### config.mk
export PLATFORM = sky130hd
export DESIGN_NAME = inv_first_round_flat
export DESIGN_NICKNAME = d
export VERILOG_FILES = /design/src/rtl/inv_first_round_if.sv /design/src/rtl/inv_first_round.sv /design/src/flat_wrapper.sv
export SDC_FILE = /design/constraint.sdc
export NUM_CORES = 1
export LEC_CHECK = 0
export ABC_AREA = 0
export BUFFER_PORTS_ARGS = -buffer_cell sky130_fd_sc_hd__buf_4
export CELL_PAD_IN_SITES_DETAIL_PLACEMENT = 2
export CELL_PAD_IN_SITES_GLOBAL_PLACEMENT = 2
export CORE_MARGIN = 4
export CORE_UTILIZATION = 35
export CTS_BUF_LIST = sky130_fd_sc_hd__clkbuf_8
export DETAILED_ROUTE_END_ITERATION = 16
export PLACE_DENSITY_LB_ADDON = 0.1
export SETUP_SLACK_MARGIN = 0.05
export SYNTH_ARGS = -nofsm -noshare
export SYNTH_HDL_FRONTEND = slang
export SYNTH_SLANG_ARGS = --single-unit
### constraint.sdc
create_clock -name iClk -period 5.66 [get_ports iClk]
set_input_delay 0.849 -clock iClk [delete_from_list [all_inputs] [get_ports iClk]]
set_output_delay 0.849 -clock iClk [all_outputs]
set_load 0.01 [all_outputs]
### src/rtl/inv_first_round_if.sv
// -----------------------------------------------------------------------------
// inv_first_round_if
// Block-level handshake bundle for the first inverse AES round.
//   iValid / oReady : upstream valid/ready, with the iState and iKey payload
//   oValid / iReady : downstream valid/ready, with the oState payload
// Byte b of every 128-bit field occupies bits [8b:8b+7] (ascending range).
// The slave modport is the view of the round block. The master modport is the
// view of whoever drives the block.
// -----------------------------------------------------------------------------
interface inv_first_round_if;
    logic         iValid;
    logic         oReady;
    logic [0:127] iState;
    logic [0:127] iKey;
    logic [0:127] oState;
    logic         oValid;
    logic         iReady;

    modport slave (
        input  iValid, iState, iKey, iReady,
        output oReady, oState, oValid
    );

    modport master (
        output iValid, iState, iKey, iReady,
        input  oReady, oState, oValid
    );
endinterface

### src/rtl/inv_first_round.sv
// -----------------------------------------------------------------------------
// inv_first_round
// First round of the AES-128 inverse cipher:
//   oState = InvSubBytes(InvShiftRows(iState ^ iKey)), where iKey is round key 10.
// The block processes one column per cycle through four inverse S-boxes.
// Ports:
//   iClk   : clock, rising edge
//   iRst_n : asynchronous active-low reset
//   iEn    : global enable. While it is low, every register holds and oReady is 0.
//   bus    : handshake and data bundle (slave view), see inv_first_round_if
// Contains the combinational leaf inv_sbox, which is the AES inverse S-box.
// -----------------------------------------------------------------------------

// inv_sbox: 8-bit inverse S-box lookup, purely combinational.
//   iByte : input byte
//   oByte : InvSubBytes(iByte)
module inv_sbox (
    input  logic [7:0] iByte,
    output logic [7:0] oByte
);
    // Entry n occupies bits [8n:8n+7]. The first row of the table is entry 0.
    localparam logic [0:2047] INV_SBOX_TABLE = {
        128'h52096ad53036a538bf40a39e81f3d7fb,
        128'h7ce339829b2fff87348e4344c4dee9cb,
        128'h547b9432a6c2233dee4c950b42fac34e,
        128'h082ea16628d924b2765ba2496d8bd125,
        128'h72f8f66486689816d4a45ccc5d65b692,
        128'h6c704850fdedb9da5e154657a78d9d84,
        128'h90d8ab008cbcd30af7e45805b8b34506,
        128'hd02c1e8fca3f0f02c1afbd0301138a6b,
        128'h3a9111414f67dcea97f2cfcef0b4e673,
        128'h96ac7422e7ad3585e2f937e81c75df6e,
        128'h47f11a711d29c5896fb7620eaa18be1b,
        128'hfc563e4bc6d279209adbc0fe78cd5af4,
        128'h1fdda8338807c731b11210592780ec5f,
        128'h60517fa919b54a0d2de57a9f93c99cef,
        128'ha0e03b4dae2af5b0c8ebbb3c83539961,
        128'h172b047eba77d626e169146355210c7d
    };

    assign oByte = INV_SBOX_TABLE[{iByte, 3'b000} +: 8];
endmodule

// State  | Meaning
// -------+-------------------------------------------------------------------
// IDLE   | Waiting for a block. oReady follows iEn.
// COL    | Writes oState column rCol each enabled cycle, for columns 0..3
// DONE   | oState and oValid are held until iReady is seen on an enabled edge
module inv_first_round (
    input  logic             iClk,
    input  logic             iRst_n,
    input  logic             iEn,
    inv_first_round_if.slave bus
);
    typedef enum logic [1:0] {
        IDLE = 2'd0,
        COL  = 2'd1,
        DONE = 2'd2
    } stateT;

    stateT        rState;
    stateT        nState;
    logic [1:0]   rCol;
    logic [0:127] rTmp;
    logic [0:127] rOState;
    logic         rOValid;

    logic         readyInt;
    logic         doAccept;
    logic         doCol;
    logic         doRelease;
    logic [0:31]  colOut;

    // State register. The FSM advances only on cycles where iEn is high.
    always_ff @(posedge iClk or negedge iRst_n) begin
        if (!iRst_n) begin
            rState <= IDLE;
        end else if (iEn) begin
            rState <= nState;
        end
    end

    // Next-state logic
    always_comb begin
        nState = rState;
        case (rState)
            IDLE:    if (bus.iValid)    nState = COL;
            COL:     if (rCol == 2'd3)  nState = DONE;
            DONE:    if (bus.iReady)    nState = IDLE;
            default:                    nState = IDLE;
        endcase
    end

    // Output and control decode. oReady depends only on state and iEn, never on iValid.
    always_comb begin
        readyInt  = 1'b0;
        doAccept  = 1'b0;
        doCol     = 1'b0;
        doRelease = 1'b0;
        if (iEn) begin
            case (rState)
                IDLE: begin
                    readyInt = 1'b1;
                    doAccept = bus.iValid;
                end
                COL:     doCol     = 1'b1;
                DONE:    doRelease = bus.iReady;
                default: ;
            endcase
        end
    end

    // Output column rCol, row r, comes from rTmp row r, column (rCol - r) mod 4.
    // The 2-bit subtraction wraps, which gives the mod 4 for free.
    for (genvar r = 0; r < 4; r++) begin : gRow
        logic [1:0] srcCol;
        logic [3:0] byteIdx;
        logic [7:0] sbIn;
        logic [7:0] sbOut;

        assign srcCol  = rCol - 2'(r);
        assign byteIdx = {srcCol, 2'(r)};
        assign sbIn    = rTmp[{byteIdx, 3'b000} +: 8];

        inv_sbox uInvSbox (
            .iByte (sbIn),
            .oByte (sbOut)
        );

        assign colOut[8*r +: 8] = sbOut;
    end

    // Datapath registers
    always_ff @(posedge iClk or negedge iRst_n) begin
        if (!iRst_n) begin
            rTmp    <= '0;
            rCol    <= 2'd0;
            rOState <= '0;
            rOValid <= 1'b0;
        end else begin
            if (doAccept) begin
                rTmp <= bus.iState ^ bus.iKey;
                rCol <= 2'd0;
            end
            if (doCol) begin
                rOState[{rCol, 5'b00000} +: 32] <= colOut;
                // Wraps from 3 back to 0, which leaves the counter ready for the next block
                rCol <= rCol + 2'd1;
                if (rCol == 2'd3) begin
                    rOValid <= 1'b1;
                end
            end
            if (doRelease) begin
                rOValid <= 1'b0;
            end
        end
    end

    assign bus.oReady = readyInt;
    assign bus.oState = rOState;
    assign bus.oValid = rOValid;
endmodule

### src/flat_wrapper.sv
// flat-port wrapper written by rule: the top's interface ports become plain ports
module inv_first_round_flat 
  (iClk, iRst_n, iEn, bus_iValid, bus_iState, bus_iKey, bus_iReady, bus_oReady, bus_oState, bus_oValid);
  inv_first_round_if bus_i ();
  input  logic iClk;
  input  logic iRst_n;
  input  logic iEn;
  input wire logic [$bits(bus_i.iValid)-1:0] bus_iValid;
  input wire logic [$bits(bus_i.iState)-1:0] bus_iState;
  input wire logic [$bits(bus_i.iKey)-1:0] bus_iKey;
  input wire logic [$bits(bus_i.iReady)-1:0] bus_iReady;
  output wire logic [$bits(bus_i.oReady)-1:0] bus_oReady;
  output wire logic [$bits(bus_i.oState)-1:0] bus_oState;
  output wire logic [$bits(bus_i.oValid)-1:0] bus_oValid;
  assign bus_i.iValid = bus_iValid;
  assign bus_i.iState = bus_iState;
  assign bus_i.iKey = bus_iKey;
  assign bus_i.iReady = bus_iReady;
  assign bus_oReady = bus_i.oReady;
  assign bus_oState = bus_i.oState;
  assign bus_oValid = bus_i.oValid;
  inv_first_round u_core (.iClk(iClk), .iRst_n(iRst_n), .iEn(iEn), .bus(bus_i));
endmodule
==> summary.md <==
For the maximum number of pins on one net before global-route repair, the log shows 168. At the later pin of the worst-skew pair, clock insertion delay measures 0.70 ns. The tools report the startpoint of the worst-slack reg-to-reg timing path as u_core.rCol[0]. The placeable core region was 70390 sq um; the DRC violation count after routing was 0. The violation count after the first detailed-route iteration was 3178; the adder and majority gate portion of the synthesized area was 0.04203.

The fraction of synthesized area in multiplexers came out at 0.05879. The total of flip-flops plus latches after synthesis was 261. Excluding fillers, the count of instances in the completed layout stands at 4430. Yosys attributes the largest share of cell area to sky130_fd_sc_hd__dfrtp_1 (26%), sky130_fd_sc_hd__a21oi_1 (5.8%), sky130_fd_sc_hd__nand2_1 (4.8%).

The layer with the highest usage is met2. In this run the critical register-to-register path is captured at u_core.bus.oState[29]. The required time of the critical path was 6.18 ns.

The share of flip-flops with an asynchronous set or reset is 1.000, and the maximum buffer depth of the clock tree is 3. The logs give 0 for the number of max-slew violations in the final report and 148.0 mm for the post-detailed-routing wire length. The H-tree generated during clock tree synthesis spans 2 levels.

The type of the setup path with the least slack was flip-flop to flip-flop. Of all nets on the critical path, the largest fanout is 13. The top-area cell type share of the netlist area was 0.2612; the met1 capacity usage during global routing was 0.4816. The compound-cell area share of the yosys netlist is 0.3222.

The basic-gate share of the synthesized area counting and, or, nand and nor cells is 0.1979, and the total negative slack is 0 ns. The flow ran to the end, but the final reports show violations. For the data arrival time of the critical path, the log shows 5.60 ns. The effective utilization at floorplan is 0.3553, and the setup-violating endpoint count in the final report is 0.

The stage delay of the slowest cell on the critical path is 0.76 ns, and the clock transition at the register clock pins on the worst setup and hold paths after CTS is 0.06 ns. The run gives 0.5994 as the global routing usage on met2. Dividing the detail-routed via count by the number of cells gives 6.794. In this run the number of cells on the critical path is 11. The hold-fix buffer count after cts was 0. Initial antenna violation count: 4. After layout, the minimum clock period comes to 5.086 ns.

Number of gates resized after cts: 0. Setup repair after global routing left no endpoint under its margin. The floorplan step set the die height to 275.3 microns. CTS placed an instance of sky130_fd_sc_hd__clkbuf_8 at the clock tree root. The tools report the number of cell rows as 97. Transition at the pin with the smallest max-transition slack: 1.447 ns.

After synthesis, the largest family of logic cells by area is compound AO/OA/AOI/OAI gates. The worst setup path is captured at a flip-flop. Dividing the synthesized area by the synthesized cell count gives 7.788 sq um. The kind of cell with the highest combined delay along the critical path is compound AO/OA/AOI/OAI gates. The last weighted congestion value of the routability-driven placer is 1.032, and the count of different cell masters after synthesis is 103. The leading area contributor after synthesis was sky130_fd_sc_hd__dfrtp_1.

The number of setup buffers added after CTS is 0. The worst setup path is launched from a flip-flop. The tools report the total congestion overflow after global routing as 0. The tools report the HPWL reported at the end of detailed placement as 108.1 mm. During I/O placement, the number of pins put on the boundary was 391. Static timing analysis puts the maximum clock frequency at 196.6 MHz. During placement, the flow inserted port buffers numbering 390.

The die is 275.3 microns wide. The number of routed nets with antenna violations came out at 0. The number of clock buffers added by TritonCTS is 47.

Count of clock tree sinks: 261. The number of global-route vias before repair was 31640; the final number of hold-violating endpoints was 0. The tools report the worst relative slew slack as 0.01994. Counting every net in the synthesized netlist gives 3556. The wire length of the first global-routing pass was 216.6 mm; the final routed wire length divided by cell count was 33.41 microns.

Share of post-route cells with drive strength above 1: 0.2021. By count the netlist is led by sky130_fd_sc_hd__nand2_1 (317), sky130_fd_sc_hd__nor2_1 (313), sky130_fd_sc_hd__a21oi_1 (292). Counting tap cells, the placed design contains a total of 4343 instances.

Counting both buffers and inverters, the worst setup path holds a total of 3. Synthesis produced a netlist whose cell count is 3211. Cell depth of the worst flop-to-flop path: 11. The signal on the critical path passes through inv_4, ha_2, buf_4, mux4_2, inv_1, ha_1, o221ai_1, a21oi_1, o221ai_1, a21oi_1, o21ai_1. TritonCTS built the clock tree. The synthesized netlist occupies a cell area of 25010 sq um. Final setup slack of the worst path: 0.5744 ns. The met3 global-route usage is 0.08684, and the total via count in the routed design is 30100.

In this run the register-to-register setup slack is 0.57 ns. The type of the most critical hold path is input port to async pin. Xor-xnor portion of the synthesized cell area: 0.05213.

After the last flow step, the layout net total stands at 3797. The cell with the largest stage delay on the worst path is sky130_fd_sc_hd__ha_1. The detailed-routing iteration count for the pre-antenna-repair pass is 7. Timing analysis after detailed placement gives a worst setup slack of 0.7878 ns.

Clock skew on the completed layout was measured at 0.05850 ns. For the count of yosys warnings during synthesis, the log shows 0. Post-route clock period utilization: 0.8985. The post-synthesis sequential area ratio was 0.2612. The filler cells instantiated in the layout total 8076. The total die area was 75790 sq um; the area growth from synthesis to layout was 18.39%. The max capacitance violation total is 1.

By instance count, the leading cell after synthesis is sky130_fd_sc_hd__nand2_1. The global-route total usage across every layer was 0.3757. The final reports fail on capacitance limit. For this run, the leading register cell type out of synthesis is sky130_fd_sc_hd__dfrtp_1. The number of flops mapped to enable cells by yosys works out to 0.
[worst max path at each step]
stage / endpoint / slack [ns] / start
after floorplan: u_core.bus.oState[109] / 1.31 / u_core.rCol[1]
after detailed placement: u_core.bus.oState[29] / 0.79 / u_core.rCol[0]
after global routing: u_core.bus.oState[29] / 0.45 / u_core.rCol[1]
after CTS: u_core.bus.oState[29] / 0.77 / u_core.rCol[0]
final: u_core.bus.oState[29] / 0.57 / u_core.rCol[0]
after global placement: u_core.bus.oState[29] / 0.87 / u_core.rCol[0]
[per-layer routing]
metal | wire length [microns] | vias up
met5 | 57 | -
met4 | 8657 | 4
met3 | 14690 | 501
met2 | 65810 | 1938
met1 | 58790 | 15170
li1 | - | 12490
[cell families (layout without fill, tap and decap cells)]
logic type      after synthesis  after routing
other cells                   0              1
simple gates               1066           1066
buf+inv                     356            634
mux                         109            109
flops                       261            261
fa+ha+maj                    84             84
compound gates             1190           1190
xor+xnor                    145            145
[worst reg2reg max path, delay by kind of cell (launching register included)]
family	cells	cell delay [ns]
compound gates	5	1.86
mux	1	0.52
flops	1	0.44
buf+inv	3	0.85
fa+ha+maj	2	1.30
[stage by stage]
stage               area, sq um  hold WS [ns]  utilization
floorplan                 25010        0.4635            -
global placement          28660        0.4644       0.4071
detailed placement        28660        0.4743       0.4071
CTS                       29600        0.2668       0.4206
global route              29600        0.3226       0.4206
finish                    29610        0.2613       0.4206
[final cells by class]
type | count | area, sq um | area share
timing repair buffer | 515 | 3936 | 0.1330
sequential | 261 | 6536 | 0.2208
clock inverter | 32 | 202.7 | 0.006846
clock buffer | 54 | 743.2 | 0.02510
tap | 940 | 1176 | 0.03972
inverter | 33 | 126.4 | 0.004268
antenna | 1 | 2.502 | 0.00008452
multi-input combinational | 2594 | 16880 | 0.5703
[state kept, by name, indices dropped and copies added, names as in the netlist]
name and flops:
u_core.bus.oState 128, u_core.rState 2, u_core.rCol 2, u_core.bus.oValid 1, u_core.rTmp 128
[cell usage in the layout (no fill, tap or decap), drive strengths merged, types with 38 or more instances in the layout]
cell type	netlist	layout
inv	33	51
o211ai	75	75
o21ai	260	260
ha	84	84
dfrtp	261	261
a311oi	39	39
nand2	319	319
and2	38	38
clkbuf	160	54
nand2b	58	58
xnor2	134	134
nor3	77	77
nor2b	40	40
a211oi	49	49
a22o	58	58
a21oi	294	294
buf	163	515
nand3	95	95
a31oi	61	61
mux2i	58	58
o311ai	41	41
nor2	317	317
Power is not shown: default switching activity piles up to over one toggle a cycle in this logic, so the estimate is an artifact.
